`config.mk`:
```
export PLATFORM = sky130hd
export DESIGN_NAME = module_uart_rx_flat
export DESIGN_NICKNAME = d
export VERILOG_FILES = /design/src/rtl/module_uart_rx_if.sv /design/src/rtl/module_uart_rx.sv /design/src/flat_wrapper.sv
export SDC_FILE = /design/constraint.sdc
export NUM_CORES = 1
export LEC_CHECK = 0
export ABC_CLOCK_PERIOD_IN_PS = 4800
export CORE_ASPECT_RATIO = 1.2
export CORE_MARGIN = 2
export CORE_UTILIZATION = 30
export CTS_CLUSTER_SIZE = 12
export DETAILED_ROUTE_END_ITERATION = 10
export PLACE_DENSITY = 0.65
export SYNTH_ARGS = -nofsm -noshare
export SYNTH_HDL_FRONTEND = slang
export SYNTH_SLANG_ARGS = --single-unit
```
`constraint.sdc`:
```
create_clock -name clk_i -period 4.8 [get_ports clk_i]
set_clock_uncertainty 0.15 [all_clocks]
set_input_delay 1.44 -clock clk_i [delete_from_list [all_inputs] [get_ports clk_i]]
set_output_delay 1.44 -clock clk_i [all_outputs]
set_load 0.005 [all_outputs]
```
`src/rtl/module_uart_rx_if.sv`:
```
// Receive-side bus of the UART RX block: received word, write strobe, error flag and busy.
// The master modport is the receiver; the slave modport is the UART data register side.
interface module_uart_rx_if;
  logic [31:0] data_o;
  logic        wr_o;
  logic        frame_err_o;
  logic        err_clr_i;
  logic        busy_o;

  modport master (
    output data_o,
    output wr_o,
    output frame_err_o,
    output busy_o,
    input  err_clr_i
  );

  modport slave (
    input  data_o,
    input  wr_o,
    input  frame_err_o,
    input  busy_o,
    output err_clr_i
  );
endinterface

```
`src/rtl/module_uart_rx.sv`:
```
// UART receiver, 8N1 by default; define UART_RX_PARITY_EN for 8E1 with parity check.
// Oversamples the synchronized line at mid-bit and writes {24'b0, byte} with a one-cycle strobe.
module module_uart_rx #(
  parameter int unsigned CLK_FREQ_HZ = 10_000_000,
  parameter int unsigned BAUD        = 115_200
) (
  input  logic             clk_i,
  input  logic             rst_i,
  input  logic             rx_i,
  module_uart_rx_if.master bus
);

  localparam int unsigned CLKS_PER_BIT = CLK_FREQ_HZ / BAUD;
  localparam int unsigned HALF_BIT     = CLKS_PER_BIT / 2;
  localparam int unsigned CNT_W        = $clog2(CLKS_PER_BIT);
  localparam int unsigned BIT_W        = 3;
  localparam int unsigned BYTE_W       = 8;
  localparam int unsigned WORD_W       = 32;

  typedef enum logic [2:0] {
    S_IDLE,
    S_START,
    S_DATA,
    S_STOP
`ifdef UART_RX_PARITY_EN
    , S_PARITY
`endif
  } state_e;

  state_e              state_q, state_d;
  logic [1:0]          sync_q;
  logic                rx_s;
  logic [CNT_W-1:0]    clk_cnt_q, clk_cnt_d;
  logic [BIT_W-1:0]    bit_cnt_q, bit_cnt_d;
  logic [BYTE_W-1:0]   shift_q, shift_d;
  logic [WORD_W-1:0]   data_q, data_d;
  logic                wr_q, wr_d;
  logic                frame_err_q, frame_err_d;
  logic                err_set;
  logic                busy_q;
  logic                bit_tick;
  logic                half_tick;
`ifdef UART_RX_PARITY_EN
  logic                par_err_q, par_err_d;
`endif

  assign rx_s = sync_q[1];

  // Sequential state: synchronizer, FSM, counters, datapath and registered outputs.
  always_ff @(posedge clk_i or negedge rst_i) begin
    if (!rst_i) begin
      sync_q      <= 2'b11;
      state_q     <= S_IDLE;
      clk_cnt_q   <= '0;
      bit_cnt_q   <= '0;
      shift_q     <= '0;
      data_q      <= '0;
      wr_q        <= 1'b0;
      frame_err_q <= 1'b0;
      busy_q      <= 1'b0;
`ifdef UART_RX_PARITY_EN
      par_err_q   <= 1'b0;
`endif
    end else begin
      sync_q      <= {sync_q[0], rx_i};
      state_q     <= state_d;
      clk_cnt_q   <= clk_cnt_d;
      bit_cnt_q   <= bit_cnt_d;
      shift_q     <= shift_d;
      data_q      <= data_d;
      wr_q        <= wr_d;
      frame_err_q <= frame_err_d;
      busy_q      <= (state_d != S_IDLE);
`ifdef UART_RX_PARITY_EN
      par_err_q   <= par_err_d;
`endif
    end
  end

  // Next-state and datapath logic; samples land on the last cycle of each bit period.
  always_comb begin
    state_d   = state_q;
    clk_cnt_d = clk_cnt_q;
    bit_cnt_d = bit_cnt_q;
    shift_d   = shift_q;
    data_d    = data_q;
    wr_d      = 1'b0;
    err_set   = 1'b0;
    bit_tick  = (clk_cnt_q == CNT_W'(CLKS_PER_BIT - 1));
    half_tick = (clk_cnt_q == CNT_W'(HALF_BIT - 1));
`ifdef UART_RX_PARITY_EN
    par_err_d = par_err_q;
`endif

    case (state_q)
      S_IDLE: begin
        clk_cnt_d = '0;
        bit_cnt_d = '0;
`ifdef UART_RX_PARITY_EN
        par_err_d = 1'b0;
`endif
        if (!rx_s) begin
          state_d = S_START;
        end
      end

      S_START: begin
        if (half_tick) begin
          clk_cnt_d = '0;
          state_d   = rx_s ? S_IDLE : S_DATA;
        end else begin
          clk_cnt_d = clk_cnt_q + CNT_W'(1);
        end
      end

      S_DATA: begin
        if (bit_tick) begin
          clk_cnt_d = '0;
          shift_d   = {rx_s, shift_q[BYTE_W-1:1]};
          bit_cnt_d = bit_cnt_q + BIT_W'(1);
          if (bit_cnt_q == BIT_W'(BYTE_W - 1)) begin
`ifdef UART_RX_PARITY_EN
            state_d = S_PARITY;
`else
            state_d = S_STOP;
`endif
          end
        end else begin
          clk_cnt_d = clk_cnt_q + CNT_W'(1);
        end
      end

`ifdef UART_RX_PARITY_EN
      // Even parity: the received bit must equal the XOR of the data byte.
      S_PARITY: begin
        if (bit_tick) begin
          clk_cnt_d = '0;
          par_err_d = rx_s ^ (^shift_q);
          state_d   = S_STOP;
        end else begin
          clk_cnt_d = clk_cnt_q + CNT_W'(1);
        end
      end
`endif

      S_STOP: begin
        if (bit_tick) begin
          clk_cnt_d = '0;
          state_d   = S_IDLE;
`ifdef UART_RX_PARITY_EN
          if (rx_s && !par_err_q) begin
`else
          if (rx_s) begin
`endif
            data_d = {(WORD_W - BYTE_W)'(0), shift_q};
            wr_d   = 1'b1;
          end else begin
            err_set = 1'b1;
          end
        end else begin
          clk_cnt_d = clk_cnt_q + CNT_W'(1);
        end
      end

      default: begin
        state_d   = S_IDLE;
        clk_cnt_d = '0;
        bit_cnt_d = '0;
      end
    endcase

    // A new error in the same cycle as a clear request keeps the flag set.
    frame_err_d = err_set | (frame_err_q & ~bus.err_clr_i);
  end

  assign bus.data_o      = data_q;
  assign bus.wr_o        = wr_q;
  assign bus.frame_err_o = frame_err_q;
  assign bus.busy_o      = busy_q;

endmodule
```
`src/flat_wrapper.sv`:
```
// flat-port wrapper written by rule: the top's interface ports become plain ports
module module_uart_rx_flat 
#(
  parameter int unsigned CLK_FREQ_HZ = 10_000_000,
  parameter int unsigned BAUD        = 115_200
)
  (clk_i, rst_i, rx_i, bus_data_o, bus_wr_o, bus_frame_err_o, bus_busy_o, bus_err_clr_i);
  module_uart_rx_if bus_i ();
  input  logic clk_i;
  input  logic rst_i;
  input  logic rx_i;
  output wire logic [$bits(bus_i.data_o)-1:0] bus_data_o;
  output wire logic [$bits(bus_i.wr_o)-1:0] bus_wr_o;
  output wire logic [$bits(bus_i.frame_err_o)-1:0] bus_frame_err_o;
  output wire logic [$bits(bus_i.busy_o)-1:0] bus_busy_o;
  input wire logic [$bits(bus_i.err_clr_i)-1:0] bus_err_clr_i;
  assign bus_data_o = bus_i.data_o;
  assign bus_wr_o = bus_i.wr_o;
  assign bus_frame_err_o = bus_i.frame_err_o;
  assign bus_busy_o = bus_i.busy_o;
  assign bus_i.err_clr_i = bus_err_clr_i;
  module_uart_rx #(.CLK_FREQ_HZ(CLK_FREQ_HZ), .BAUD(BAUD)) u_core (.clk_i(clk_i), .rst_i(rst_i), .rx_i(rx_i), .bus(bus_i));
endmodule
```
======== Word-level counts from Yosys, hierarchy flattened ========
Cells that the tools add are included.
storage, ports and cells
  output and inout port bits .............. 35
  RAM bits ................................ 0
  memories ................................ 0
  word-level logic and storage cells ...... 47
  ROM bits ................................ 0
  bits in latches ......................... 0
  input bits .............................. 4
  bits in registers ....................... 34
cells by class
  equal/unequal tests ..................... 7
  reductions and logical operators ........ 7
  multiply operators ...................... 0
  $lt $le $gt $ge ......................... 0
  bitwise logic cells ..................... 4
  div/mod/pow operators ................... 0
  shifts and indexed selects .............. 0
  add/sub/neg operators ................... 2
  mux-type cells .......................... 18
operator list
  kind                                                                    number
  3-bit two-way mux                                                       6
  7-bit two-way mux                                                       2
  7-bit one-hot mux with 2 select lines                                   1
  3-bit one-hot mux with 4 select lines                                   1
  7-bit by 1-bit adder with 7-bit output (second input constant)          1
  7-bit by 6-bit equality test with 1-bit output (second input constant)  1
  7-bit equality test (second input constant)                             1
  3-bit by 2-bit equality test with 1-bit output (second input constant)  2
  1-bit two-way mux                                                       6
  3-bit one-hot mux with 2 select lines                                   1
  2-bit AND reduction                                                     2
  2-bit OR reduction                                                      2
  3-bit by 1-bit adder with 3-bit output (second input constant)          1
  3-bit by 1-bit equality test with 1-bit output (second input constant)  1
  3-bit equality test (second input constant)                             1
  3-bit logical NOT                                                       1
  3-bit AND reduction                                                     1
  3-bit nonzero test                                                      1
  2-bit two-way mux                                                       1
  2-bit by 1-bit != test with 1-bit output (second input constant)        1
  1-bit NOT                                                               2
  1-bit bitwise AND                                                       1
  1-bit bitwise OR                                                        1

======== Longest topological paths before layout ========
Gate-level depths: netlist (run 1).
  word-level depth ........................ 5
  mapped depth ............................ 6
  gate-level depth less buffers ........... 6

======== Worst setup path after synthesis (run 1) ========
OpenSTA, ideal clock, no wires.
  path kind ............................... flip-flop to output port
  from .................................... reg u_core.frame_err_q (netlist: u_core.bus.frame_err_o)
  to ...................................... out bus_frame_err_o
  path buffers ............................ 0
  required time ........................... 3.210 ns
  stages on the path, launching flop included .. 1
  slack ................................... 2.849 ns
  arrival ................................. 0.361 ns
  cell sequence ........................... dfrtp_1
RTL lines
  what                    RTL line              source
  start, declared         module_uart_rx.sv:38  logic frame_err_q, frame_err_d;
  start signal, assigned  module_uart_rx.sv:72  frame_err_q <= frame_err_d;
  end, declared           flat_wrapper.sv:14    output wire logic [$bits(bus_i.frame_err_o)-1:0] bus_frame_err_o;
No word-level cell between the ends.

======== Worst setup path in the final report (run 1) ========
  from .................................... reg u_core.data_q[6] (netlist: u_core.bus.data_o[6])
  to ...................................... out bus_data_o[6]
RTL lines
  what                    RTL line              source
  start, declared         module_uart_rx.sv:36  logic [WORD_W-1:0] data_q, data_d;
  start signal, assigned  module_uart_rx.sv:70  data_q <= data_d;
  end, declared           flat_wrapper.sv:12    output wire logic [$bits(bus_i.data_o)-1:0] bus_data_o;
No word-level cell between the ends.

==> run summary, run 1 <==
====================================================================================================
# resized after CTS ...................................................................            0
DP Area ...............................................................................     1790 um2
Fillers ...............................................................................          546
Sequential standard cell area .........................................................      853 um2
Number of hold-repair buffers added at the cts stage ..................................            0
Height of the die .....................................................................      85.4 um
Post-synth top area cell .............................................................. sky130_fd_sc_hd__dfrtp_1
Endpoint kind of the worst setup timing path ..........................................  output port
Via count .............................................................................          967
Total of endpoints with negative setup slack in the final report ......................            0
Worst voltage drop across the vdd grid ................................................       124 uV
P_leak ................................................................................     0.937 nW
Maximum buffer depth of the clock tree ................................................            2
Number of antenna violations at the first check in global routing .....................            0
Estimated wirelength of the detail-placed design ......................................      1840 um
Final Max Slew Viols ..................................................................            0
Placer congestion estimate ............................................................        0.695
Sinks on the clock net ................................................................           34
Unrepaired setup endpoints after global routing .......................................        false
Final global-route overflow total .....................................................            0
Routing usage on met2 .................................................................        14.5%
GR Util All Layers ....................................................................        9.34%
Chain of cells forming the critical path .............................................. clkdlybuf4s50_1
Num CTS Buffers .......................................................................            5
Arrival time of data at the critical path endpoint ....................................      1.13 ns
Vias in the first global route ........................................................          972
Vias per cell .........................................................................         4.30
Yosys top cell area share .............................................................        48.4%
Crit share post-route .................................................................        56.7%
Largest fanout on the critical path ...................................................            2
Die Outline Area ......................................................................     6130 um2
Starting Density ......................................................................        31.2%
Residual DRC ..........................................................................            0
Family of cells with the greatest summed delay on the critical path ................... buffers and inverters
Fin cells .............................................................................          225
Wirelength per Cell ...................................................................      11.0 um
Bufs and invs on worst path ...........................................................            1
Yosys warns ...........................................................................            0
Cell row count ........................................................................           29
CP Class ..............................................................................   reg -> out
First-pass GRT wire length ............................................................      4400 um
Final critical path time including I/O delays and setup ...............................      2.72 ns
Dpl ws ................................................................................      2.37 ns
H-Tree Depth ..........................................................................            2
Share of the core filled with cells ...................................................        36.5%
Setup Buffers After CTS ...............................................................            0
Final hold violation count ............................................................            0
Class of the tightest hold or removal check ...........................................   reg -> reg
TritonCTS clock tree ..................................................................          yes
Post-route setup slack ................................................................      2.08 ns
Power density relative to cell area ...................................................   329 nW/um2
Chip Width ............................................................................      71.8 um
Startpoint type of the worst setup path ...............................................         flop
Clock-pin slew reported for the worst setup and hold paths after clock tree synthesis .      0.07 ns
Met3 track demand over resource .......................................................        3.56%
Power, Total ..........................................................................       636 uW
Synth Register Bits ...................................................................           34
Top post-synthesis cells by count ..................................................... sky130_fd_sc_hd__dfrtp_1, sky130_fd_sc_hd__buf_4, sky130_fd_sc_hd__mux2_1, sky130_fd_sc_hd__nor2_1, sky130_fd_sc_hd__nand2_1
Final-stage net count .................................................................          171
# Max-Cap Violations ..................................................................            0
First-pass DRT Iterations .............................................................            4
Area added between synthesis and finish ...............................................        16.8%
Post-route design area ................................................................     1930 um2
Pin count of the biggest net entering global routing ..................................           35
Result of the run ..................................................................... finished clean
I/O pins ..............................................................................           39
Area of the mapped netlist ............................................................     1660 um2
Post-synthesis sequential area ratio ..................................................        51.5%
Detailed-route wire length ............................................................      2480 um
Post-synthesis cell type count ........................................................           34
Busiest layer in global routing .......................................................         met2
CORE AREA .............................................................................     5300 um2
Share of synthesized flip-flops with an asynchronous set or reset .....................         100%
Syn avg cell area .....................................................................     11.8 um2
Clock latency of the later-clocked register in the worst-skew pair ....................      0.28 ns
Number of enable flip-flop cells after synthesis ......................................            0
Leading cell type by number of instances after synthesis .............................. sky130_fd_sc_hd__dfrtp_1
Critical path data required time ......................................................      3.21 ns
CP peak stage delay ...................................................................      0.50 ns
Placed cell count .....................................................................          217
Fmax ..................................................................................      368 MHz
Number of port buffers ................................................................           14
Post-synth top flop ................................................................... sky130_fd_sc_hd__dfrtp_1
Antenna cell count ....................................................................            0
Accumulated negative setup slack ......................................................         0 ns
Final hold slack ......................................................................     0.210 ns
Root Buffer ........................................................................... sky130_fd_sc_hd__clkbuf_8
CP max stage cell ..................................................................... sky130_fd_sc_hd__clkdlybuf4s50_1
Main area contributors after synthesis ................................................ sky130_fd_sc_hd__dfrtp_1, sky130_fd_sc_hd__buf_4, sky130_fd_sc_hd__mux2_1, sky130_fd_sc_hd__ha_1, sky130_fd_sc_hd__dfstp_2
Post-DRT Antenna Nets .................................................................            0
Count of routing violations after the opening detailed-route iteration ................           54
Share of post-route cells with drive strength above 1 .................................        11.0%
Area taken by multi-input logic gates .................................................      693 um2
Global routing usage on met1 ..........................................................        11.5%
Count of mapped cells out of synthesis ................................................          140
====================================================================================================
routing by layer:
| metal | share of wire [%] | vias to the layer above |
|---|---|---|
| met1 | 42 | 467 |
| met3 | 5.9 | 6 |
| met5 | 0 | - |
| li1 | - | 465 |
| met4 | 2.3 | 0 |
| met2 | 50 | 29 |
cell type report:
cell class	count	share of cell area, %
tap	62	4.01
clock buffer	6	4.27
sequential	34	44.1
timing repair buffer	15	7.64
clock inverter	2	3.11
multi-input combinational	101	35.9
inverter	5	0.971
cells by family (layout without fill, tap and decap cells):
logic type               after synthesis  count (layout)  synth area share (%)
AND/OR/NAND/NOR                       35              35                  12.2
flip-flops                            34              34                  51.5
buffers and inverters                 29              28                  12.0
multiplexers                          18              18                  12.2
AO/OA/AOI/OAI                         13              13                  5.44
adder cells (fa/ha/maj)                5               5                  3.78
XOR/XNOR                               5               5                  2.65
other                                  1              25                 0.227
flip-flops by register name, summed over array words and instances, names as in the netlist, 2 cells and up:
register	cells
u_core.bus.data_o	8
u_core.shift_q	8
u_core.clk_cnt_q	7
u_core.bit_cnt_q	3
u_core.state_q	3
u_core.sync_q	2
layout by cell type (no fill, tap or decap), types with 2 or more instances in the layout:
| master | n |
|---|---|
| sky130_fd_sc_hd__ha_1 | 5 |
| sky130_fd_sc_hd__dfstp_2 | 2 |
| sky130_fd_sc_hd__clkdlybuf4s50_1 | 14 |
| sky130_fd_sc_hd__xor2_1 | 2 |
| sky130_fd_sc_hd__nor3_2 | 2 |
| sky130_fd_sc_hd__bufinv_16 | 2 |
| sky130_fd_sc_hd__nand2b_1 | 3 |
| sky130_fd_sc_hd__nand2_1 | 7 |
| sky130_fd_sc_hd__mux2_1 | 16 |
| sky130_fd_sc_hd__conb_1 | 25 |
| sky130_fd_sc_hd__inv_1 | 5 |
| sky130_fd_sc_hd__a22oi_1 | 2 |
| sky130_fd_sc_hd__dfrtp_1 | 32 |
| sky130_fd_sc_hd__nor2_1 | 12 |
| sky130_fd_sc_hd__xnor2_1 | 3 |
| sky130_fd_sc_hd__o21ai_0 | 4 |
| sky130_fd_sc_hd__nand3_1 | 2 |
| sky130_fd_sc_hd__clkbuf_8 | 6 |
power by group:
| part | internal (mW) | leakage, nW | switching [mW] |
|---|---|---|---|
| clock network | 0.221 | 0.0714 | 0.0981 |
| registers | 0.290 | 0.463 | 0.00382 |
| logic | 0.00756 | 0.402 | 0.0150 |
| total | 0.519 | 0.937 | 0.117 |
path summary, 6_finish.rpt:
kind,startpoint,endpoint,slack (ns),cells past startpoint
min in group asynchronous,rst_i,u_core.bus.data_o[0],1.41,2
max in group asynchronous,rst_i,u_core.sync_q[1],2.75,2
worst max-delay path,u_core.bus.data_o[6],bus_data_o[6],2.08,1
worst min register to register,u_core.sync_q[0],u_core.sync_q[1],0.21,0
worst max register to register,u_core.clk_cnt_q[1],u_core.shift_q[5],2.85,6
worst min-delay path,u_core.sync_q[0],u_core.sync_q[1],0.21,0
No activity file was read; power rests on OpenSTA's default activity.
==> run 2, diff against run 1 <==
--- a/config.mk
+++ b/config.mk
@@ -5,7 +5,7 @@
 export SDC_FILE = /design/constraint.sdc
 export NUM_CORES = 1
 export LEC_CHECK = 0
-export ABC_CLOCK_PERIOD_IN_PS = 4800
+export ABC_CLOCK_PERIOD_IN_PS = 2600
 export CORE_ASPECT_RATIO = 1.2
 export CORE_MARGIN = 2
 export CORE_UTILIZATION = 30
==> constraint.sdc (replaced) <==
create_clock -name clk_i -period 2.6 [get_ports clk_i]
set_clock_uncertainty 0.15 [all_clocks]
set_input_delay 0.78 -clock clk_i [delete_from_list [all_inputs] [get_ports clk_i]]
set_output_delay 0.78 -clock clk_i [all_outputs]
set_load 0.005 [all_outputs]
==> run 2 against run 1 <==
- setup slack worse by 1.5 ns
- die area stayed put
- hold slack worse by 0.0036 ns
- sequential power is 85% higher
- non-clock buffer count stayed put
- power is 82% higher
- global-route usage fell by 0.52 points
- flip-flop and latch count did not move
- routed wire length down 2.5%
- core utilization is 0.094 points lower
- via count fell by 0.83%
- clock power rose by 81%
- critical endpoint is now bus_data_o[4]
==> run summary, run 2 (synthesis gave the netlist of run 1 again) <==
====================================================================================================
Residual DRC ..........................................................................            0   unchanged
Class of the tightest hold or removal check ...........................................   reg -> reg   unchanged
First-pass GRT wire length ............................................................      4170 um   was 4400 um
Placed cell count .....................................................................          217   unchanged
Height of the die .....................................................................      85.4 um   unchanged
Number of hold-repair buffers added at the cts stage ..................................            0   unchanged
Reg power frac ........................................................................        46.7%   was 46.2%
Detailed-route wire length ............................................................      2420 um   was 2480 um
# Max-Cap Violations ..................................................................            0   unchanged
Via count .............................................................................          959   was 967
Fmax ..................................................................................      484 MHz
Startpoint type of the worst setup path ...............................................         flop   unchanged
Starting Density ......................................................................        31.2%   unchanged
Count of routing violations after the opening detailed-route iteration ................           50   was 54
CP Class ..............................................................................   reg -> out   unchanged
Maximum buffer depth of the clock tree ................................................            2   unchanged
CP max stage cell ..................................................................... sky130_fd_sc_hd__clkdlybuf4s50_1   unchanged
CORE AREA .............................................................................     5300 um2   unchanged
Pin count of the biggest net entering global routing ..................................           35   unchanged
Result of the run ..................................................................... finished clean   unchanged
Fin cells .............................................................................          225   unchanged
Final global-route overflow total .....................................................            0   unchanged
First-pass DRT Iterations .............................................................            4   unchanged
Clock latency of the later-clocked register in the worst-skew pair ....................      0.29 ns   was 0.28 ns
Cells on Worst Hold Path ..............................................................            0   unchanged
Antenna cell count ....................................................................            0   unchanged
Sinks on the clock net ................................................................           34   unchanged
H-Tree Depth ..........................................................................            2   unchanged
Family of cells with the greatest summed delay on the critical path ................... buffers and inverters   unchanged
Total of endpoints with negative setup slack in the final report ......................            0   unchanged
P_leak ................................................................................     0.934 nW   was 0.937 nW
Die Outline Area ......................................................................     6130 um2   unchanged
Final hold slack ......................................................................     0.207 ns   was 0.210 ns
Largest fanout on the critical path ...................................................            2   unchanged
Accumulated negative setup slack ......................................................         0 ns   unchanged
Endpoint kind of the worst setup timing path ..........................................  output port   unchanged
Vias per cell .........................................................................         4.26   was 4.30
Clock share of power ..................................................................        49.7%   was 50.2%
Vias in the first global route ........................................................          898   was 972
Final Max Slew Viols ..................................................................            0   unchanged
Dpl ws ................................................................................     0.664 ns   was 2.37 ns
Critical path data required time ......................................................      1.67 ns   was 3.21 ns
Reported net switching power ..........................................................       227 uW   was 117 uW
Reg2Reg Depth .........................................................................            6   unchanged
Switching part of the total ...........................................................        19.6%   was 18.4%
Unrepaired setup endpoints after global routing .......................................        false   unchanged
Number of port buffers ................................................................           14   unchanged
Cell row count ........................................................................           29   unchanged
Wirelength per Cell ...................................................................      10.8 um   was 11.0 um
Estimated wirelength of the detail-placed design ......................................      1700 um   was 1840 um
Power, Total ..........................................................................      1.16 mW   was 636 uW
Final critical path time including I/O delays and setup ...............................      2.06 ns
Bufs and invs on worst path ...........................................................            1   unchanged
Clock-pin slew reported for the worst setup and hold paths after clock tree synthesis .      0.08 ns   was 0.07 ns
TritonCTS clock tree ..................................................................          yes   unchanged
Area added between synthesis and finish ...............................................        16.5%   was 16.8%
Final-stage net count .................................................................          171   unchanged
CP peak stage delay ...................................................................      0.50 ns   about the same
Worst voltage drop across the vdd grid ................................................       185 uV   was 124 uV
Post-DRT Antenna Nets .................................................................            0   unchanged
Chain of cells forming the critical path .............................................. clkdlybuf4s50_1   unchanged
Crit share post-route .................................................................        79.4%
Number of antenna violations at the first check in global routing .....................            0   unchanged
Final hold violation count ............................................................            0   unchanged
Chip Width ............................................................................      71.8 um   unchanged
Leading cell type in the layout, fill and taps excluded ............................... sky130_fd_sc_hd__dfrtp_1   unchanged
Commonest cells after routing, fill and taps aside .................................... sky130_fd_sc_hd__dfrtp_1, sky130_fd_sc_hd__conb_1, sky130_fd_sc_hd__mux2_1   unchanged
Setup Buffers After CTS ...............................................................            0   unchanged
Share of post-route cells with drive strength above 1 .................................        11.0%   unchanged
# resized after CTS ...................................................................            0   unchanged
GR Util All Layers ....................................................................        8.82%   was 9.34%
I/O pins ..............................................................................           39   unchanged
Placer congestion estimate ............................................................        0.775   was 0.695
Power density relative to cell area ...................................................   602 nW/um2   was 329 nW/um2
Internal power contribution ...........................................................       934 uW   was 519 uW
Root Buffer ........................................................................... sky130_fd_sc_hd__clkbuf_8   unchanged
Cell depth of the worst setup path ....................................................            1   unchanged
Num CTS Buffers .......................................................................            5   unchanged
Fraction of power consumed by combinational cells .....................................         3.5%   about the same
Arrival time of data at the critical path endpoint ....................................      1.13 ns   about the same
Post-route setup slack ................................................................     0.536 ns   was 2.08 ns
====================================================================================================
-- run 2: changes by cell type in the layout (fill, tap and decap cells not counted), sizes merged --
cell,previous run,this run
clkbuf,6,5
clkinv,0,1
-- run 2: cell type report --
cell class	instances	area [um2]
Timing Repair Buffer	15	148
Fill cell	537	3370
Clock buffer	5	68.8
Multi-Input combinational cell	101	693
Sequential cell	34	853
Tap cell	62	77.6
Clock inverter	3	68.8
Inverter	5	18.8
-- run 2: final timing paths --
path,start,endpoint,slack (ns)
worst max-delay path,u_core.bus.data_o[4],bus_data_o[4],0.54
worst min-delay path,u_core.sync_q[0],u_core.sync_q[1],0.21
worst max register to register,u_core.clk_cnt_q[1],u_core.shift_q[5],0.67
worst min register to register,u_core.sync_q[0],u_core.sync_q[1],0.21
max in group asynchronous,rst_i,u_core.sync_q[1],1.21
min in group asynchronous,rst_i,u_core.bus.data_o[3],0.75
-- run 2: stage by stage --
step / cell area, um2 / utilization (%)
floorplan: 1750 / -
global placement: 1790 / 33.8
detailed placement: 1790 / 33.8
CTS: 1930 / 36.4
global route: 1930 / 36.4
finish: 1930 / 36.4
-- run 2: power groups by stage --
stage	registers (mW)	clock network [mW]	logic, mW
floorplan	0.551	0	0.0465
CTS	0.543	0.591	0.0418
detailed placement	0.553	0	0.0414
finish	0.543	0.577	0.0412
global route	0.544	0.616	0.0484
global placement	0.553	0	0.0411
-- run 2: layer usage --
layer / track usage, % / routed length (um)
met1: 11.7 / 1090
met2: 12.8 / 1140
met3: 3.21 / 145
met4: 4.12 / 48
met5: 0 / 0
